[src/rtl/mixer_seq_pkg.sv]
// mixer_seq_pkg: shared state encoding and defaults for the mixer LO sequencer
package mixer_seq_pkg;
   typedef enum logic [1:0] {IDLE, SETTLE, RUN, DONE} state_e;
   localparam int DEAD_CYC_DEF = 1;
endpackage

[src/rtl/lo_phase_gen.sv]
// lo_phase_gen: period position counter and non-overlapping LO pair with dead time
module lo_phase_gen #(
   parameter int CNT_W    = 16,
   parameter int DEAD_CYC = 1
) (
   input  logic             clk,
   input  logic             rst,
   input  logic             en,
   input  logic             first,
   input  logic [CNT_W-1:0] half,
   output logic             lo_p,
   output logic             lo_n,
   output logic             lo_sync,
   output logic             period_end
);
   localparam logic [CNT_W:0] ONE  = (CNT_W+1)'(1);
   localparam logic [CNT_W:0] DEAD = (CNT_W+1)'(DEAD_CYC);
   logic [CNT_W:0] cnt_q, cnt_d, hp, per, on_len;
   logic lo_p_q, lo_p_d, lo_n_q, lo_n_d, lo_sync_q, lo_sync_d;
   // next position in the period and the LO levels for that position
   always_comb begin
      hp        = {1'b0, half};
      per       = hp + hp;
      on_len    = hp - DEAD;
      cnt_d     = (!en || first || cnt_q == per - ONE) ? '0 : cnt_q + ONE;
      lo_p_d    = en && cnt_d < on_len;
      lo_n_d    = en && cnt_d >= hp && cnt_d < hp + on_len;
      lo_sync_d = en && cnt_d == '0;
   end
   // registered LO drive so both switches change only on clock edges
   always_ff @(posedge clk or posedge rst) begin
      if (rst) begin
         cnt_q     <= '0;
         lo_p_q    <= 1'b0;
         lo_n_q    <= 1'b0;
         lo_sync_q <= 1'b0;
      end else begin
         cnt_q     <= cnt_d;
         lo_p_q    <= lo_p_d;
         lo_n_q    <= lo_n_d;
         lo_sync_q <= lo_sync_d;
      end
   end
   assign period_end = cnt_q == per - ONE;
   assign lo_p       = lo_p_q;
   assign lo_n       = lo_n_q;
   assign lo_sync    = lo_sync_q;
endmodule

[src/rtl/mixer_lo_sequencer.sv]
// mixer_lo_sequencer: bias/settle/LO-run/done sequencer for the Gilbert mixer test cell
module mixer_lo_sequencer
   import mixer_seq_pkg::*;
#(
   parameter int CNT_W    = 16,
   parameter int SETTLE_W = 16,
   parameter int DEAD_CYC = DEAD_CYC_DEF
) (
   input  logic                clk,
   input  logic                rst,
   input  logic                start,
   input  logic                abort,
   input  logic [CNT_W-1:0]    half_period,
   input  logic [SETTLE_W-1:0] settle_cycles,
   input  logic [CNT_W-1:0]    run_cycles,
   output logic                bias_en,
   output logic                lo_p,
   output logic                lo_n,
   output logic                lo_sync,
   output logic                busy,
   output logic                done,
   output logic                err
);
   localparam logic [CNT_W-1:0]    DEAD_W = CNT_W'(DEAD_CYC);
   localparam logic [CNT_W-1:0]    ONE_C  = CNT_W'(1);
   localparam logic [SETTLE_W-1:0] ONE_S  = SETTLE_W'(1);
   state_e state_q, state_d;
   logic [CNT_W-1:0] half_q, half_d, run_q, run_d, per_cnt_q, per_cnt_d;
   logic [SETTLE_W-1:0] settle_q, settle_d, settle_cnt_q, settle_cnt_d;
   logic err_q, err_d, bias_q, bias_d, busy_q, busy_d, done_q, done_d;
   logic period_end;
   // next-state, config latch and counter updates
   always_comb begin
      state_d      = state_q;
      half_d       = half_q;
      settle_d     = settle_q;
      run_d        = run_q;
      settle_cnt_d = settle_cnt_q;
      per_cnt_d    = per_cnt_q;
      err_d        = err_q;
      if (state_q == IDLE) begin
         if (start && !abort) begin
            if (half_period <= DEAD_W) begin
               err_d = 1'b1;
            end else begin
               err_d        = 1'b0;
               state_d      = SETTLE;
               half_d       = half_period;
               settle_d     = settle_cycles;
               run_d        = run_cycles;
               settle_cnt_d = ONE_S;
            end
         end
      end else if (abort) begin
         state_d = IDLE;
      end else if (state_q == SETTLE) begin
         if (settle_cnt_q >= settle_q) begin
            state_d   = (run_q == '0) ? DONE : RUN;
            per_cnt_d = '0;
         end else begin
            settle_cnt_d = settle_cnt_q + ONE_S;
         end
      end else if (state_q == RUN) begin
         if (period_end) begin
            if (per_cnt_q + ONE_C == run_q) state_d = DONE;
            else per_cnt_d = per_cnt_q + ONE_C;
         end
      end else begin
         state_d = IDLE;
      end
      bias_d = state_d == SETTLE || state_d == RUN;
      busy_d = state_d != IDLE;
      done_d = state_d == DONE;
   end
   // state, config and registered status outputs
   always_ff @(posedge clk or posedge rst) begin
      if (rst) begin
         state_q      <= IDLE;
         half_q       <= '0;
         settle_q     <= '0;
         run_q        <= '0;
         settle_cnt_q <= '0;
         per_cnt_q    <= '0;
         err_q        <= 1'b0;
         bias_q       <= 1'b0;
         busy_q       <= 1'b0;
         done_q       <= 1'b0;
      end else begin
         state_q      <= state_d;
         half_q       <= half_d;
         settle_q     <= settle_d;
         run_q        <= run_d;
         settle_cnt_q <= settle_cnt_d;
         per_cnt_q    <= per_cnt_d;
         err_q        <= err_d;
         bias_q       <= bias_d;
         busy_q       <= busy_d;
         done_q       <= done_d;
      end
   end
   lo_phase_gen #(.CNT_W(CNT_W), .DEAD_CYC(DEAD_CYC)) u_phase (
      .clk        (clk),
      .rst        (rst),
      .en         (state_d == RUN),
      .first      (state_q != RUN),
      .half       (half_q),
      .lo_p       (lo_p),
      .lo_n       (lo_n),
      .lo_sync    (lo_sync),
      .period_end (period_end)
   );
   assign bias_en = bias_q;
   assign busy    = busy_q;
   assign done    = done_q;
   assign err     = err_q;
endmodule
[config.mk]
export PLATFORM = sky130hd
export DESIGN_NAME = mixer_lo_sequencer
export DESIGN_NICKNAME = d
export VERILOG_FILES = /design/src/rtl/mixer_seq_pkg.sv /design/src/rtl/lo_phase_gen.sv /design/src/rtl/mixer_lo_sequencer.sv
export SDC_FILE = /design/constraint.sdc
export NUM_CORES = 1
export LEC_CHECK = 0
export ABC_AREA = 1
export ABC_CLOCK_PERIOD_IN_PS = 6100
export BUFFER_PORTS_ARGS = -buffer_cell sky130_fd_sc_hd__buf_2
export CORE_ASPECT_RATIO = 1.5
export CORE_MARGIN = 5
export CORE_UTILIZATION = 50
export CTS_BUF_LIST = sky130_fd_sc_hd__clkbuf_2
export CTS_CLUSTER_SIZE = 24
export DETAILED_ROUTE_END_ITERATION = 8
export PLACE_DENSITY = 0.64
export SLEW_MARGIN = 20
export SYNTH_ARGS = -nofsm -noshare
export SYNTH_HDL_FRONTEND = slang
export SYNTH_HIERARCHICAL = 1
export SYNTH_SLANG_ARGS = --single-unit
[constraint.sdc]
create_clock -name clk -period 6.1 [get_ports clk]
set_clock_uncertainty 0.2 [all_clocks]
set_input_delay 1.525 -clock clk [delete_from_list [all_inputs] [get_ports clk]]
set_output_delay 1.525 -clock clk [all_outputs]
set_load 0.01 [all_outputs]
==> results of run 1 <==
==> flip-flops by register name (all words and copies together) (netlist names) <==
register         count
u_phase/cnt_q       17
settle_cnt_q        16
busy                 1
done                 1
per_cnt_q           16
half_q              16
settle_q            16
u_phase/lo_sync      1
state_q              2
err                  1
u_phase/lo_n         1
u_phase/lo_p         1
run_q               16
bias_en              1
==> layout make-up <==
| type | count | area, um2 | area share |
|---|---|---|---|
| flip-flops and latches | 106 | 2653 | 0.2817 |
| inverters | 179 | 676.9 | 0.07189 |
| multi-input cells | 948 | 5346 | 0.5678 |
| repair buffers | 68 | 365.4 | 0.03880 |
| well taps | 213 | 266.5 | 0.02831 |
| diodes | 1 | 2.502 | 0.0002658 |
| clock inverters | 7 | 60.06 | 0.006379 |
| clock buffers | 9 | 45.04 | 0.004784 |
==> layer usage <==
metal  track usage  part of all wire  vias to the layer above  wire length, um
met4        0.1322             0.059                        0             1406
li1              -                 -                     4158                -
met5             0                 0                        -                0
met3       0.02467             0.033                       82              773
met2        0.4554              0.53                      213            12550
met1        0.2525              0.38                     3665             9011
==> worst paths after layout <==
| check | start | end | slack, ps | cells after the start |
|---|---|---|---|---|
| max in group asynchronous | rst | err | 3860 | 3 |
| min in group asynchronous | rst | run_q[8] | 750 | 2 |
| setup / recovery | half_q[0] | u_phase/lo_p | 560 | 36 |
| hold / removal | err | err | 330 | 2 |
| hold reg to reg | err | err | 330 | 2 |
| setup reg to reg | half_q[0] | u_phase/lo_p | 560 | 36 |
==> cells by family (layout without fill, tap and decap cells) <==
| kind of cell | after synthesis | in the layout |
|---|---|---|
| other cells | 0 | 1 |
| compound gates | 126 | 126 |
| flops | 106 | 106 |
| buf+inv | 195 | 263 |
| xor+xnor | 41 | 41 |
| fa+ha+maj | 89 | 89 |
| mux | 1 | 1 |
| simple gates | 690 | 691 |
==> repair_timing <==
action,CTS,global route
gates resized for setup,0,20
hold buffers,0,0
endpoints found under the setup margin,0,2
setup buffers,0,2
==> metrics by stage <==
stage                 util  hold WS, ps  worst slack, ps  std cells
floorplan                -        255.3            868.2       1248
global placement    0.5359        275.1            532.7       1511
detailed placement  0.5359        274.0            295.0       1511
CTS                 0.5420        332.1            259.0       1527
global route        0.5474        372.1           -16.14       1531
finish              0.5474        328.8            563.5       1531
==> tightest hold or removal path, delay by kind of cell (launching register included) <==
family           cells  cell delay, ps
AND/OR/NAND/NOR      1              50
AO/OA/AOI/OAI        1              60
flip-flops           1             410
==> cells in the final DEF (no fill, tap or decap), types with 2 or more instances in the layout <==
cell,n
nand3b_1,6
nor3b_1,2
clkinv_2,2
o21ai_0,63
nand4_1,32
nor2_1,96
and3_1,4
inv_8,2
o211ai_1,6
nand3_2,4
xor2_1,30
buf_4,10
nand3_1,92
inv_1,169
ha_1,88
nand2_4,5
clkinv_1,2
nand2_2,7
nand2_1,377
o21ai_1,9
clkinv_4,2
buf_2,58
nor3_2,2
nor2_4,15
nor2_2,12
nor3_4,2
inv_2,6
clkbuf_2,9
dfrtp_1,106
xnor2_1,11
or2_2,4
nor4_1,9
nor3_1,20
a21oi_1,40
==> report_power, final <==
| part | switching (W) | internal [W] |
|---|---|---|
| Clock | 0.000274 | 0.0000622 |
| Combinational | 0.00156 | 0.000830 |
| Sequential | 0.000168 | 0.000890 |
| Total | 0.00200 | 0.00178 |
==> results.json, run 1 <==
{
  "yosysMostFrequentCell": "nand2_1",
  "clock_latency_ps": 660,
  "path_delay_family": "simple AND/OR/NAND/NOR gates",
  "fin_crit_ps": 5536,
  "critPathSlowestCell": "dfrtp_1",
  "static-leakage-power_nw": 5.039,
  "maxSlewViolCount": 0,
  "nNetsFinal": 1453,
  "worst_pin_slew_ps": 850.6,
  "routed_wl_mm": 23.74,
  "power_w": 0.003786,
  "first_iter_violations": 498,
  "ioPinCount": 59,
  "grt_start_max_net_pins": 88,
  "fmax_mhz": 180.6,
  "cts_made_buffers": 9,
  "synth.avg_cell_area_um2": 6.950,
  "dr.pass1.iters": 8,
  "ys_seq_area_frac": 0.3058,
  "cp_max_fo": 10,
  "power_density_nw_per_um2": 402.1,
  "start_util": 0.5043,
  "synth_adder_area_share": 0.1284,
  "synth_flop_cell": "dfrtp_1",
  "dp.final_hpwl_mm": 18.89,
  "drv_cap": 0,
  "grt_pass1_wl_mm": 38.55,
  "synth-seq-cells": 106,
  "fp.coreArea_um2": 17200,
  "synth_top_family_by_area": "simple AND/OR/NAND/NOR gates",
  "synth_edf_count": 0,
  "place.gp.congestion": 0.9679,
  "dieArea_um2": 20140,
  "root_buffer": "clkbuf_2",
  "die_w_um": 117.5,
  "synth_area_leader_cell": "dfrtp_1",
  "cp-end-kind": "register",
  "drc": 0,
  "antenna_found_initial": 1,
  "port_buffers": 58,
  "outcome": "finished, final reports clean",
  "rows": 59,
  "areaGrowthSynthToFinish_pct": 8.555,
  "clkTransAtPathRegs_ps": 300,
  "cts_buffer_depth": 2,
  "synth.area.top_cells": "dfrtp_1 31%, nand2_1 16%, ha_1 13%, inv_1 7.4%, nand3_1 5.3%",
  "synth_simple_gate_area_frac": 0.3579,
  "wl_per_cell_um": 15.50,
  "numClockSinks": 106,
  "synth_top_cell_area_share": 0.3058,
  "cpPeakStageDelay_ps": 460,
  "cts_tree": "built",
  "vias_per_cell": 5.302,
  "final.setup.tns_ps": 0,
  "yosys_warnings": 6,
  "chipHeight_um": 171.3,
  "grt.total_usage": 0.2375,
  "worst-path-buf-inv": 5,
  "vdd_ir_drop_max_mv": 0.2510,
  "synth_common_cells": "377 x nand2_1, 171 x inv_1, 106 x dfrtp_1, 106 x nor2_1, 92 x nand3_1",
  "startpoint_type": "register",
  "synth-xor-area-share": 0.04140,
  "grt_pass1_vias": 7931,
  "syn-num-nets": 1389,
  "arrival_ps": 5900,
  "synthMuxAreaShare": 0.001298,
  "drtAntennaViolNets": 0,
  "syn_inst": 1248,
  "placed_area_um2": 9218,
  "slew_headroom": 0.4323,
  "cp_common_cell": "nand2_1",
  "synth.distinct_cells": 46,
  "synth_compound_area_frac": 0.07877,
  "n_fill_cell": 1760,
  "setup_viol": 0,
  "hp-class": "reg -> reg",
  "async_flop_share": 1.000,
  "drive_gt1_frac": 0.1131,
  "period_share": 0.9076,
  "path_class": "reg -> reg",
  "postLayoutCellArea_um2": 9415,
  "vias": 8118,
  "synth_area_um2": 8673,
  "overflow": 0,
  "finalHoldViolCount": 0,
  "required_ps": 6470,
  "htreeDepth": 3
}
(Power assumes the default switching activity.)
==> inputs of run 2 (changes only) <==
--- a/config.mk
+++ b/config.mk
@@ -14,7 +14,7 @@
 export CTS_BUF_LIST = sky130_fd_sc_hd__clkbuf_2
 export CTS_CLUSTER_SIZE = 24
 export DETAILED_ROUTE_END_ITERATION = 8
-export PLACE_DENSITY = 0.64
+export PLACE_DENSITY = 0.72
 export SLEW_MARGIN = 20
 export SYNTH_ARGS = -nofsm -noshare
 export SYNTH_HDL_FRONTEND = slang
==> results.json, run 2 (synthesis results as in run 1) <==
{
  "outcome": "finished, final reports clean",
  "fmax_mhz": 174.3,
  "slew_headroom": 0.3543,
  "r2r_cells": 39,
  "post-place-ws_ps": 78.34,
  "drv_cap": 0,
  "static-leakage-power_nw": 5.073,
  "mostFrequentLayoutCells": "377 x nand2_1, 169 x inv_1, 104 x dfrtp_1, 100 x nor2_1, 92 x nand3_1",
  "path_class": "reg -> reg",
  "cpPeakStageDelay_ps": 500,
  "rrSetupSlack_ps": 360,
  "vdd_ir_drop_max_mv": 0.1999,
  "clkTransAtPathRegs_ps": 300,
  "grt_start_max_net_pins": 88,
  "wl_per_cell_um": 15.23,
  "min_from": "settle_q[0]",
  "cp_common_cell": "nand2_1",
  "areaGrowthSynthToFinish_pct": 8.785,
  "power_density_nw_per_um2": 397.3,
  "largest_reg_flops": 17,
  "n_fill_cell": 1703,
  "fin_cells": 1535,
  "nNetsFinal": 1457,
  "overflow": 0,
  "required_ps": 6430,
  "regArea_um2": 2655,
  "drc": 0,
  "dieArea_um2": 20140,
  "placedCellCount": 1508,
  "antenna_found_initial": 2,
  "first_iter_violations": 380,
  "postLayoutCellArea_um2": 9435,
  "r2r-end": "u_phase/lo_n",
  "maxSlewViolCount": 0,
  "chipHeight_um": 171.3,
  "rows": 59,
  "whs_endpoint": "settle_q[0]",
  "port_buffers": 58,
  "placed_area_um2": 9195,
  "arrival_ps": 6070,
  "cts_buffer_depth": 2,
  "fin_crit_ps": 5739,
  "vias": 8197,
  "place.gp.congestion": 0.9435,
  "grt_pass1_vias": 8022,
  "routed_wl_mm": 23.38,
  "final.setup.tns_ps": 0,
  "startpoint_type": "register",
  "r2r-start": "half_q[0]",
  "clock_latency_ps": 590,
  "die_w_um": 117.5,
  "start_util": 0.5043,
  "numClockSinks": 106,
  "cts_tree": "built",
  "critPathSlowestCell": "dfrtp_2",
  "grt_pass1_wl_mm": 37.49,
  "finalHoldViolCount": 0,
  "fin_ws_ps": 361.2,
  "dr.pass1.iters": 7,
  "worstHoldPathCells": 2,
  "dp.final_hpwl_mm": 18.77,
  "drive_gt1_frac": 0.1166,
  "vias_per_cell": 5.340,
  "cp-end-kind": "register",
  "cts_made_buffers": 9,
  "hp-class": "reg -> reg",
  "ctsHoldBuffers": 0,
  "largest_register": "u_phase/cnt_q",
  "multi_input_area_um2": 5313,
  "period_share": 0.9408,
  "cp_max_fo": 10,
  "worst_pin_slew_ps": 968.5,
  "root_buffer": "clkbuf_2",
  "grt.total_usage": 0.2293,
  "fp.coreArea_um2": 17200,
  "layout_commonest_cell": "nand2_1",
  "drtAntennaViolNets": 0,
  "ioPinCount": 59,
  "setup_viol": 0,
  "htreeDepth": 3
}
==> run 2: worst max-delay path by stage <==
stage / start / cells past startpoint / slack [ps] / to
after floorplan: half_period[15] / 27 / 870 / u_phase/lo_n
after global placement: half_q[0] / 36 / 310 / u_phase/lo_p
after detailed placement: half_q[0] / 36 / 80 / u_phase/lo_p
after CTS: half_q[0] / 36 / 140 / u_phase/lo_p
after global routing: half_q[0] / 38 / -60 / u_phase/lo_n
final: half_q[0] / 39 / 360 / u_phase/lo_n
==> run 2: per-stage QoR <==
step | power (W) | utilization | hold slack (ps)
after floorplan | 0.002756 | - | 255.3
after global placement | 0.003309 | 0.5346 | 289.4
after detailed placement | 0.003343 | 0.5346 | 295.5
after CTS | 0.003716 | 0.5418 | 353.9
after global routing | 0.004138 | 0.5486 | 378.8
final | 0.003749 | 0.5486 | 354.2
==> run 2: worst max-delay path: cells and delay by family, from the launching register on <==
kind                     cells  cell delay [ps]
buffers and inverters        9              800
flip-flops                   1              500
adder cells (fa/ha/maj)      4              970
AND/OR/NAND/NOR             26             3200
==> run 2: metal layers <==
metal / vias to the layer above / track usage / wire length, um
met1: 3744 / 0.2312 / 8578
met5: - / 0 / 7
met4: 2 / 0.1527 / 1652
li1: 4165 / - / -
met2: 199 / 0.4416 / 12350
met3: 87 / 0.02467 / 792
==> run 2: layout make-up <==
type / instances / share of cell area
multi-input combinational: 947 / 0.5631
sequential: 106 / 0.2814
inverter: 179 / 0.07174
timing repair buffer: 73 / 0.04270
tap: 213 / 0.02825
clock inverter: 7 / 0.007824
clock buffer: 9 / 0.004774
antenna: 1 / 0.0002652
==> run 2: timing repair <==
action / CTS / global route
setup buffers: 0 / 10
pin swaps: 0 / 2
hold endpoints to repair: 0 / 0
endpoints found under the setup margin: 1 / 2
gates resized for setup: 1 / 14
==> run 2: report_power, final <==
part	switching (W)	internal, W	total (W)	leakage (nW)
logic	0.00151	0.000834	0.00234	3.61
registers	0.000165	0.000892	0.00106	1.39
clock network	0.000252	0.0000984	0.000350	0.0731
